===== src/rtl/logic_capture_pkg.sv =====
// Shared types and constants for the logic analyser capture packer.
package logic_capture_pkg;

    typedef enum logic [1:0] {
        IDLE    = 2'd0,
        CAPTURE = 2'd1,
        DONE    = 2'd2
    } capture_state_t;

    // Header words carry an all-ones slot count; callers truncate to NV_W bits.
    localparam logic [31:0] HDR_NVALID = '1;

    function automatic int unsigned calc_lanes(input int unsigned sample_width,
                                               input int unsigned out_width);
        return out_width / sample_width;
    endfunction

    function automatic int unsigned calc_nv_w(input int unsigned lanes);
        return $clog2(lanes + 1);
    endfunction

endpackage


===== src/rtl/logic_sample_packer.sv =====
// Slot register and write pointer: packs accepted samples into output words,
// emitting a full word or, on flush, a terminated partial word one clock later.
module logic_sample_packer
    import logic_capture_pkg::*;
#(
    parameter  int unsigned SAMPLE_WIDTH = 16,
    parameter  int unsigned OUT_WIDTH    = 128,
    localparam int unsigned LANES        = calc_lanes(SAMPLE_WIDTH, OUT_WIDTH),
    localparam int unsigned NV_W         = calc_nv_w(LANES),
    localparam int unsigned PTR_W        = $clog2(LANES)
) (
    input  logic                    clk,
    input  logic                    rst,
    input  logic                    accept,
    input  logic                    flush,
    input  logic [SAMPLE_WIDTH-1:0] sample_data,
    output logic                    word_valid,
    output logic [OUT_WIDTH-1:0]    word_data,
    output logic [NV_W-1:0]         word_nvalid,
    output logic                    word_last
);

    logic [OUT_WIDTH-1:0] slots_q;
    logic [OUT_WIDTH-1:0] slots_next;
    logic [PTR_W-1:0]     ptr_q;
    logic [NV_W-1:0]      fill;
    logic                 emit;

    // A sample accepted alongside a flush is folded into the final word.
    always_comb begin
        slots_next = slots_q;
        fill       = NV_W'(ptr_q);
        if (accept) begin
            slots_next[ptr_q * SAMPLE_WIDTH +: SAMPLE_WIDTH] = sample_data;
            fill = NV_W'(ptr_q) + NV_W'(1);
        end
        emit = flush || (accept && (ptr_q == PTR_W'(LANES - 1)));
    end

    always_ff @(posedge clk) begin
        if (rst) begin
            slots_q     <= '0;
            ptr_q       <= '0;
            word_valid  <= 1'b0;
            word_data   <= '0;
            word_nvalid <= '0;
            word_last   <= 1'b0;
        end else begin
            word_valid <= emit;
            word_last  <= flush;
            if (emit) begin
                word_data   <= slots_next;
                word_nvalid <= fill;
                slots_q     <= '0;
                ptr_q       <= '0;
            end else begin
                word_data   <= '0;
                word_nvalid <= '0;
                slots_q     <= slots_next;
                if (accept) begin
                    ptr_q <= ptr_q + PTR_W'(1);
                end
            end
        end
    end

endmodule


===== src/rtl/logic_capture_packer.sv =====
// Per-port capture stage: capture FSM, sample counter and overflow flag around the packer.
// Optional LOGIC_CAPTURE_TIMESTAMP_EN adds a cycle counter and a timestamp header word.
module logic_capture_packer
    import logic_capture_pkg::*;
#(
    parameter  int unsigned SAMPLE_WIDTH = 16,
    parameter  int unsigned OUT_WIDTH    = 128,
    localparam int unsigned LANES        = calc_lanes(SAMPLE_WIDTH, OUT_WIDTH),
    localparam int unsigned NV_W         = calc_nv_w(LANES)
) (
    input  logic                    clk_312p5mhz,
    input  logic                    trig_rst,
    input  logic                    capture_en,
    input  logic                    capture_flush,
    input  logic [SAMPLE_WIDTH-1:0] sample_data,
    input  logic                    fifo_full,
    output logic                    fifo_wr_en,
    output logic [OUT_WIDTH-1:0]    fifo_wr_data,
    output logic [NV_W-1:0]         fifo_wr_nvalid,
    output logic                    fifo_wr_last,
    output logic                    overflow,
    output logic [31:0]             sample_count
);

    capture_state_t state_q, state_d;

    logic                 accept;
    logic                 flush_in;
    logic                 entry;
    logic                 pk_flush;
    logic                 pk_valid;
    logic [OUT_WIDTH-1:0] pk_data;
    logic [NV_W-1:0]      pk_nvalid;
    logic                 pk_last;

    assign accept   = capture_en && (state_q != DONE);
    assign flush_in = capture_flush && (state_q != DONE);
    assign entry    = capture_en && (state_q == IDLE);

    always_comb begin
        state_d = state_q;
        case (state_q)
            IDLE: begin
                if (flush_in) begin
                    state_d = DONE;
                end else if (capture_en) begin
                    state_d = CAPTURE;
                end
            end
            CAPTURE: begin
                if (flush_in) begin
                    state_d = DONE;
                end
            end
            DONE:    state_d = DONE;
            default: state_d = IDLE;
        endcase
    end

    always_ff @(posedge clk_312p5mhz) begin
        if (trig_rst) begin
            state_q      <= IDLE;
            overflow     <= 1'b0;
            sample_count <= '0;
        end else begin
            state_q <= state_d;
            if (fifo_wr_en && fifo_full) begin
                overflow <= 1'b1;
            end
            if (accept && (sample_count != '1)) begin
                sample_count <= sample_count + 32'd1;
            end
        end
    end

    logic_sample_packer #(
        .SAMPLE_WIDTH(SAMPLE_WIDTH),
        .OUT_WIDTH   (OUT_WIDTH)
    ) u_packer (
        .clk        (clk_312p5mhz),
        .rst        (trig_rst),
        .accept     (accept),
        .flush      (pk_flush),
        .sample_data(sample_data),
        .word_valid (pk_valid),
        .word_data  (pk_data),
        .word_nvalid(pk_nvalid),
        .word_last  (pk_last)
    );

`ifdef LOGIC_CAPTURE_TIMESTAMP_EN
    logic [63:0] cycle_q;
    logic [63:0] ts_q;
    logic        hdr_q;
    logic        flush_hold_q;

    // A flush on the entry cycle is deferred one clock so the header goes out first.
    always_ff @(posedge clk_312p5mhz) begin
        if (trig_rst) begin
            cycle_q      <= '0;
            ts_q         <= '0;
            hdr_q        <= 1'b0;
            flush_hold_q <= 1'b0;
        end else begin
            cycle_q      <= cycle_q + 64'd1;
            hdr_q        <= entry;
            flush_hold_q <= entry && flush_in;
            if (entry) begin
                ts_q <= cycle_q;
            end
        end
    end

    assign pk_flush       = (flush_in && !entry) || flush_hold_q;
    assign fifo_wr_en     = hdr_q || pk_valid;
    assign fifo_wr_data   = hdr_q ? OUT_WIDTH'(ts_q) : pk_data;
    assign fifo_wr_nvalid = hdr_q ? NV_W'(HDR_NVALID) : pk_nvalid;
    assign fifo_wr_last   = hdr_q ? 1'b0 : pk_last;
`else
    logic unused_entry;

    assign unused_entry   = entry;
    assign pk_flush       = flush_in;
    assign fifo_wr_en     = pk_valid;
    assign fifo_wr_data   = pk_data;
    assign fifo_wr_nvalid = pk_nvalid;
    assign fifo_wr_last   = pk_last;
`endif

endmodule


===== config.mk =====
export PLATFORM = sky130hd
export DESIGN_NAME = logic_capture_packer
export DESIGN_NICKNAME = d
export VERILOG_FILES = /design/src/rtl/logic_capture_pkg.sv /design/src/rtl/logic_sample_packer.sv /design/src/rtl/logic_capture_packer.sv
export SDC_FILE = /design/constraint.sdc
export NUM_CORES = 1
export LEC_CHECK = 0
export CORE_UTILIZATION = 40
export CTS_BUF_LIST = sky130_fd_sc_hd__clkbuf_16
export CTS_CLUSTER_SIZE = 20
export DETAILED_ROUTE_END_ITERATION = 10
export GPL_ROUTABILITY_DRIVEN = 1
export HOLD_SLACK_MARGIN = 0.12
export REMOVE_ABC_BUFFERS = 1
export SYNTH_ARGS = -nofsm -noshare
export SYNTH_HDL_FRONTEND = slang
export SYNTH_SLANG_ARGS = --single-unit

===== constraint.sdc =====
create_clock -name clk_312p5mhz -period 5.3 [get_ports clk_312p5mhz]
set_input_delay 1.06 -clock clk_312p5mhz [delete_from_list [all_inputs] [get_ports clk_312p5mhz]]
set_output_delay 1.06 -clock clk_312p5mhz [all_outputs]
set_load 0.02 [all_outputs]

After elaboration in Yosys (flattened, before gate mapping)
Cells that the tools add are included.
- add/subtract/negate cells: 4
- equality and inequality tests: 7
- mux-type cells: 7
- shifts and indexed selects: 2
- reduce and logical (&&, ||, !) cells: 11
- bitwise gates (word level): 2
- operators by type and width (kind ; count):
    128-bit bitwise mux ; 1
    128-bit two-way mux ; 1
    16-bit by 34-bit variable shift with 128-bit output (first input constant) ; 1
    16-bit by 34-bit variable part select with 128-bit output ; 1
    7-bit negation with 34-bit output ; 1
    32-bit by 1-bit adder with 32-bit output (second input constant) ; 1
    32-bit inequality test (second input constant) ; 1
    2-bit two-way mux ; 3
    2-bit one-hot mux with 3 select lines ; 1
    1-bit logical AND ; 5
    3-bit by 1-bit adder with 4-bit output (second input constant) ; 1
    2-bit OR reduction ; 2
    3-bit by 1-bit adder with 3-bit output (second input constant) ; 1
    3-bit == test (second input constant) ; 1
    3-bit two-way mux ; 1
    3-bit by 2-bit inequality test with 1-bit output (second input constant) ; 1
    3-bit OR reduction ; 1
    2-bit by 1-bit == test with 1-bit output (second input constant) ; 1
    2-bit == test (second input constant) ; 1
    2-bit zero test ; 1
    2-bit by 1-bit inequality test with 1-bit output (second input constant) ; 1
    2-bit inequality test (second input constant) ; 1
    1-bit NOT ; 2
    2-bit AND reduction ; 1
    1-bit logical OR ; 1
- output and inout port bits: 167
- logic and storage cells: 43
- input port bits: 21
- flip-flop bits (word level): 300

Depth between registers and ports, before layout
Gate-level depths: netlist of run 1.
- word-level depth: 6
- mapped depth: 10

By module
A second synthesis of run 1 with hierarchy kept.
- cell total of the unflattened synthesis: 1211
- area total of the unflattened synthesis: 11537.3 um^2
- modules (own cells, without submodules) (module ; instances ; cells an instance ; area an instance (um^2)):
    logic_sample_packer ; 1 ; 993 ; 9679.3
    logic_capture_packer ; 1 ; 218 ; 1858.0

Worst setup path before layout of run 1
Ideal clock, no wire load.
- path type: input -> register
- from: input port capture_en
- to: register sample_count[17]
- arrival time: 2.447 ns
- path buffers: 1
- stages: 6
- setup slack: 2.730 ns
- path through: nand2b_1 buf_2 or4_1 a21oi_2 nand3_1 mux2_1
- longest elaborated chain between the ends: 2
- RTL lines (element ; line ; source):
    start, declared ; logic_capture_packer.sv:13 ; input logic capture_en,
    1-bit logical AND ; logic_capture_packer.sv:36 ; assign accept = capture_en && (state_q != DONE);
    1-bit logical AND ; logic_capture_packer.sv:70 ; if (accept && (sample_count != '1)) begin
    end signal, assigned ; logic_capture_packer.sv:71 ; sample_count <= sample_count + 32'd1;
    end, declared ; logic_capture_packer.sv:22 ; output logic [31:0] sample_count
No other way between the ends.
A chain may end at the register's enable or synchronous reset.

Final worst setup path of run 1
- from: register u_packer.ptr_q[0]
- to: register u_packer.word_data[44]
- longest elaborated chain between the ends: 5
- RTL lines (element ; line ; source):
    start, declared ; logic_sample_packer.sv:25 ; logic [PTR_W-1:0] ptr_q;
    start signal, assigned ; logic_sample_packer.sv:61 ; ptr_q <= ptr_q + PTR_W'(1);
    branches (longest 5 deep; another with 7-bit negation with 34-bit output) ; - ;
    end signal, assigned ; logic_sample_packer.sv:52 ; word_data <= slots_next;
    end, declared ; logic_sample_packer.sv:18 ; output logic [OUT_WIDTH-1:0] word_data,
Parallel ways; which one is timed is not known.

==> results_dict.tcl, run 1 <==
set metrics [dict create \
    dr.pass1.iters 5 \
    synth_seq_cells 300 \
    rsz0062_at_grt "false" \
    postRouteAntennaNets 0 \
    drive_above_1_share_pct 5.33 \
    placed_cells 1531 \
    setup-tns-final_ns 0 \
    areaGrowthSynthToFinish_pct 30.4 \
    setup_violations 0 \
    fin_area_um2 13200 \
    syn_inst 1067 \
    ys_types 50 \
    coreArea_um2 24500 \
    peakVddDrop_uv 274 \
    finalHoldViolCount 0 \
    cts_buffers 30 \
    hp-class "reg -> reg" \
    syn_area_um2 10100 \
    path_clk_slew_ns 0.06 \
    path_class "reg -> reg" \
    place_congestion 0.834 \
    cts_buffer_depth 3 \
    outcome "finished clean" \
    final_cells 1581 \
    initial_core_util_pct 41.3 \
    placementRows 57 \
    post-route-util_pct 53.8 \
    power.static_leakage_nw 4.72 \
    grt_pass1_vias 7018 \
    dieHeight_um 161 \
    yosysSeqAreaShare_pct 59.3 \
    pre_cts_slack_ns 1.67 \
    maxSlewHeadroom_pct 27.6 \
    worstPathRequired_ns 5.68 \
    power_density_nw_per_um2 356 \
    cts_tree "done" \
    cp.arrival_ns 3.54 \
    cp_max_fo 16 \
    routedWlPerCell_um 15.5 \
    worst_pin_slew_ns 1.08 \
    power_mw 4.70 \
    synth-async-reset-ratio_pct 0 \
    root_buffer "clkbuf_16" \
    n_antenna_cell 0 \
    grt_util_met3_pct 2.95 \
    max_freq_ghz 0.317 \
    min_period_over_period_pct 59.6 \
    synth_edf_count 0 \
    place_area_um2 12300 \
    h-tree-depth 1 \
    vias 7660 \
    fin_crit_ns 3.16 \
    clk_latency_ns 0.54 \
    fin_skew_ns 0.0110 \
    io_pins 188 \
    syn_area_per_cell_um2 9.49 \
    timing.final.ws_setup_ns 2.14 \
    dr.first_iter.drc_count 408 \
    die_w_um 161 \
    holdWs_ns 0.471 \
    max_cap_violations 0 \
    grt.met2_usage_pct 29.0 \
    end_kind "flip-flop" \
    drv_slew 0 \
    drt-vias-per-instance 4.85 \
    n_fill_cell 2285 \
    nNetsFinal 1270 \
    overflow 0 \
    grt_usage_pct 18.4 \
    synth_ff_type "dfxtp_1" \
    postCtsSetupRepairBufs 0 \
    drc 0 \
    busiest_layer "met2" \
    cts.sinks 300 \
    grt_util_met1_pct 26.3 \
    port_buffers 187 \
    antenna_found_initial 0 \
    grt_pass1_wl_um 38400 \
    worst_setup_path_start_kind "flip-flop" \
    dieArea_um2 25900 \
    cts_hold_buffers 0 \
    grt_max_degree 90 \
    cts_resized 0 \
    drt_wl_total_um 24500 \
    dpl.hpwl_um 16100 \
    synth_warnings 0 \
]
==> power by group <==
part           leakage [nW]  internal, mW  switching [mW]
clock                 0.474          1.14           0.827
sequential             2.42          2.29          0.0254
combinational          1.83         0.143           0.284
total                  4.72          3.57            1.14
==> logic make-up (layout without fill, tap and decap cells) <==
kind of cell	Yosys count	in the layout	synth area share, %
buffers and inverters	72	262	2.94
muxes	67	67	6.66
AOI/OAI and AO/OA	108	108	6.24
and+or+nand+nor	491	491	21.9
adders and majority gates	10	10	1.24
xor gates and xnor gates	19	19	1.64
DFF	300	300	59.3
==> state kept, by name, summed over array words and instances (netlist names) <==
signal,cells
u_packer.slots_q,128
u_packer.word_data,128
sample_count,32
u_packer.word_nvalid,4
u_packer.ptr_q,3
state_q,2
overflow,1
u_packer.word_last,1
u_packer.word_valid,1
==> cell usage after synthesis, types with 4 or more instances <==
| master | instances | area [um^2] |
|---|---|---|
| a211oi_1 | 9 | 67.6 |
| a21oi_1 | 62 | 310 |
| a31oi_1 | 16 | 100 |
| and2_1 | 16 | 100 |
| and3_1 | 21 | 131 |
| and4_1 | 5 | 43.8 |
| buf_1 | 7 | 26.3 |
| buf_2 | 10 | 50.1 |
| clkbuf_1 | 42 | 158 |
| dfxtp_1 | 300 | 6010 |
| ha_1 | 10 | 125 |
| inv_1 | 9 | 33.8 |
| mux2i_1 | 64 | 641 |
| nand2_1 | 32 | 120 |
| nand2b_1 | 4 | 25.0 |
| nand3_1 | 14 | 70.1 |
| nand4_1 | 14 | 87.6 |
| nor2_1 | 327 | 1230 |
| nor2b_1 | 26 | 163 |
| nor3_1 | 6 | 30.0 |
| nor4_1 | 5 | 31.3 |
| o31ai_1 | 4 | 30.0 |
| or4_1 | 6 | 45.0 |
| xnor2_1 | 16 | 140 |
==> path summary, 6_finish.rpt <==
path / start / end / slack, ns / cells after the start
max: u_packer.ptr_q[0] / u_packer.word_data[44] / 2.14 / 7
min: overflow / overflow / 0.47 / 2
max reg2reg: u_packer.ptr_q[0] / u_packer.word_data[44] / 2.14 / 7
min reg2reg: overflow / overflow / 0.47 / 2
==> metal layers <==
| layer | vias to the layer above | part of all wire, % |
|---|---|---|
| li1 | 3867 | - |
| met1 | 3572 | 49 |
| met2 | 192 | 45 |
| met3 | 29 | 4.8 |
| met4 | 0 | 1.9 |
| met5 | - | 0 |
==> critical path, stage by stage (launching register included) <==
cell     delay [ns]
dfxtp_1        0.69
inv_1          0.22
ha_1           0.45
inv_2          0.09
or4_4          0.56
nor2_4         0.56
mux2i_1        0.35
nor2_1         0.07
==> cell type report <==
class | count | area [um^2] | area share, %
inverters | 10 | 37.5 | 0.284
flip-flops and latches | 300 | 6010 | 45.5
clock buffers | 31 | 776 | 5.88
clock inverters | 19 | 128 | 0.967
well taps | 324 | 405 | 3.07
repair buffers | 202 | 2000 | 15.1
multi-input cells | 695 | 3850 | 29.2
==> cells in the final DEF (no fill, tap or decap), types with 17 or more instances in the layout <==
| master | count |
|---|---|
| nand2_1 | 31 |
| a21oi_1 | 62 |
| mux2i_1 | 64 |
| clkbuf_16 | 31 |
| clkdlybuf4s50_1 | 187 |
| dfxtp_1 | 300 |
| inv_1 | 17 |
| nor2_1 | 327 |
| nor2b_1 | 25 |
| and3_1 | 21 |
No activity file was read; power rests on OpenSTA's default activity.
==> run 2: changes to the inputs <==
==> constraint.sdc (replaced) <==
create_clock -name clk_312p5mhz -period 2.98 [get_ports clk_312p5mhz]
set_input_delay 0.596 -clock clk_312p5mhz [delete_from_list [all_inputs] [get_ports clk_312p5mhz]]
set_output_delay 0.596 -clock clk_312p5mhz [all_outputs]
set_load 0.02 [all_outputs]
==> results_dict.tcl, run 2 (synthesis results as in run 1) <==
set metrics [dict create \
    outcome "finished clean" \
    place_congestion 0.835 \
    grt_pass1_wl_um 39500 \
    path_clk_slew_ns 0.06 \
    postRouteAntennaNets 0 \
    vias 7762 \
    routedWlPerCell_um 15.7 \
    overflow 0 \
    top_regs "u_packer.slots_q (128), u_packer.word_data (128), sample_count (32)" \
    pre_cts_slack_ns 0.187 \
    worst_setup_path_start_kind "flip-flop" \
    power_density_nw_per_um2 648 \
    dieArea_um2 25900 \
    worstPathRequired_ns 3.41 \
    drv_slew 0 \
    grt_usage_pct 19.0 \
    dr.pass1.iters 5 \
    cts_resized 0 \
    max_freq_ghz 0.413 \
    path_class "reg -> reg" \
    postCtsSetupRepairBufs 0 \
    layout_commonest_cell "nor2_1" \
    seqCellArea_um2 6010 \
    multiInputGateArea_um2 3850 \
    finalHoldViolCount 0 \
    grt_max_degree 62 \
    hp-class "reg -> reg" \
    end_kind "flip-flop" \
    cp_max_fo 7 \
    fin_skew_ns 0.00667 \
    cts_tree "done" \
    power_mw 8.71 \
    dieHeight_um 161 \
    clk_latency_ns 0.54 \
    slowest_stage "or4_1" \
    fin_crit_ns 2.42 \
    cts_buffers 31 \
    mostFrequentLayoutCells "nor2_1, dfxtp_1, clkdlybuf4s50_1" \
    maxSlewHeadroom_pct 49.1 \
    crit_chain "inv_1, ha_1, nand2b_1, or4_1, a21oi_2, nand3_1, mux2_1" \
    drt_wl_total_um 25000 \
    dr.first_iter.drc_count 423 \
    drt-vias-per-instance 4.87 \
    cts_hold_buffers 0 \
    min_period_over_period_pct 81.2 \
    cts_buffer_depth 3 \
    dpl.hpwl_um 16700 \
    coreArea_um2 24500 \
    initial_core_util_pct 41.3 \
    antenna_found_initial 0 \
    timing.final.ws_setup_ns 0.561 \
    nNetsFinal 1281 \
    power.static_leakage_nw 4.83 \
    cts.sinks 300 \
    io_pins 188 \
    h-tree-depth 1 \
    drc 0 \
    setup_violations 0 \
    port_buffers 187 \
    n_antenna_cell 0 \
    peakVddDrop_uv 453 \
    placementRows 57 \
    n_fill_cell 2263 \
    grt_pass1_vias 7089 \
    areaGrowthSynthToFinish_pct 32.8 \
    cp.arrival_ns 2.85 \
    worst_pin_slew_ns 0.756 \
    rsz0062_at_grt "false" \
    drive_above_1_share_pct 6.14 \
    root_buffer "clkbuf_16" \
    cpPeakStageDelay_ns 0.64 \
    die_w_um 161 \
    max_cap_violations 0 \
]
==> run 2: cell types whose count changed in the layout (fill, tap and decap cells not counted), sizes merged <==
cell    change
buf        +10
bufinv      +3
clkinv      +2
inv         -1
==> run 2: per-stage QoR <==
step	instances	setup TNS [ns]	cell area [um^2]	hold slack, ns	utilization (%)
2_1_floorplan	1005	-139.49	9860	0.444	-
3_3_place_gp	1541	0	12400	0.451	50.7
3_5_place_dp	1541	0	12400	0.457	50.7
4_1_cts	1595	0	13400	0.475	54.8
5_1_grt	1595	0	13400	0.500	54.8
6_report	1595	0	13400	0.471	54.8
==> run 2: report_power, final <==
group,internal [mW],switching [mW],leakage (nW)
Sequential,4.07,0.0330,2.42
Combinational,0.284,0.529,1.90
Clock,2.29,1.50,0.510
Total,6.65,2.06,4.83
==> run 2: final timing paths <==
kind,cells after the start,start,slack [ns],endpoint
max,7,state_q[0],0.56,sample_count[17]
min,2,u_packer.slots_q[127],0.47,u_packer.word_data[127]
max reg2reg,7,state_q[0],0.56,sample_count[17]
min reg2reg,2,u_packer.slots_q[127],0.47,u_packer.word_data[127]
==> run 2: worst max-delay path: cells and delay by family, from the launching register on <==
kind,cells,cell delay (ns)
AO/OA/AOI/OAI,1,0.24
adder cells (fa/ha/maj),1,0.25
buffers and inverters,1,0.09
flip-flops,1,0.36
multiplexers,1,0.32
AND/OR/NAND/NOR,3,1.05
==> run 2: metal layers <==
layer  wire [um]  vias to the layer above  share of wire, %  track usage (%)
met5           0                        -                 0                0
met4         627                        0               2.5             5.92
met3        1150                       38               4.6             2.67
met2       11100                      194                44             29.2
met1       12100                     3638                48             27.3
li1            -                     3892                 -                -
==> run 2: layout make-up <==
class | count | share of cell area [%]
multi-input cells | 695 | 28.6
clock inverters | 23 | 1.63
inverters | 10 | 0.279
flip-flops and latches | 300 | 44.7
repair buffers | 212 | 16.0
clock buffers | 31 | 5.77
well taps | 324 | 3.02
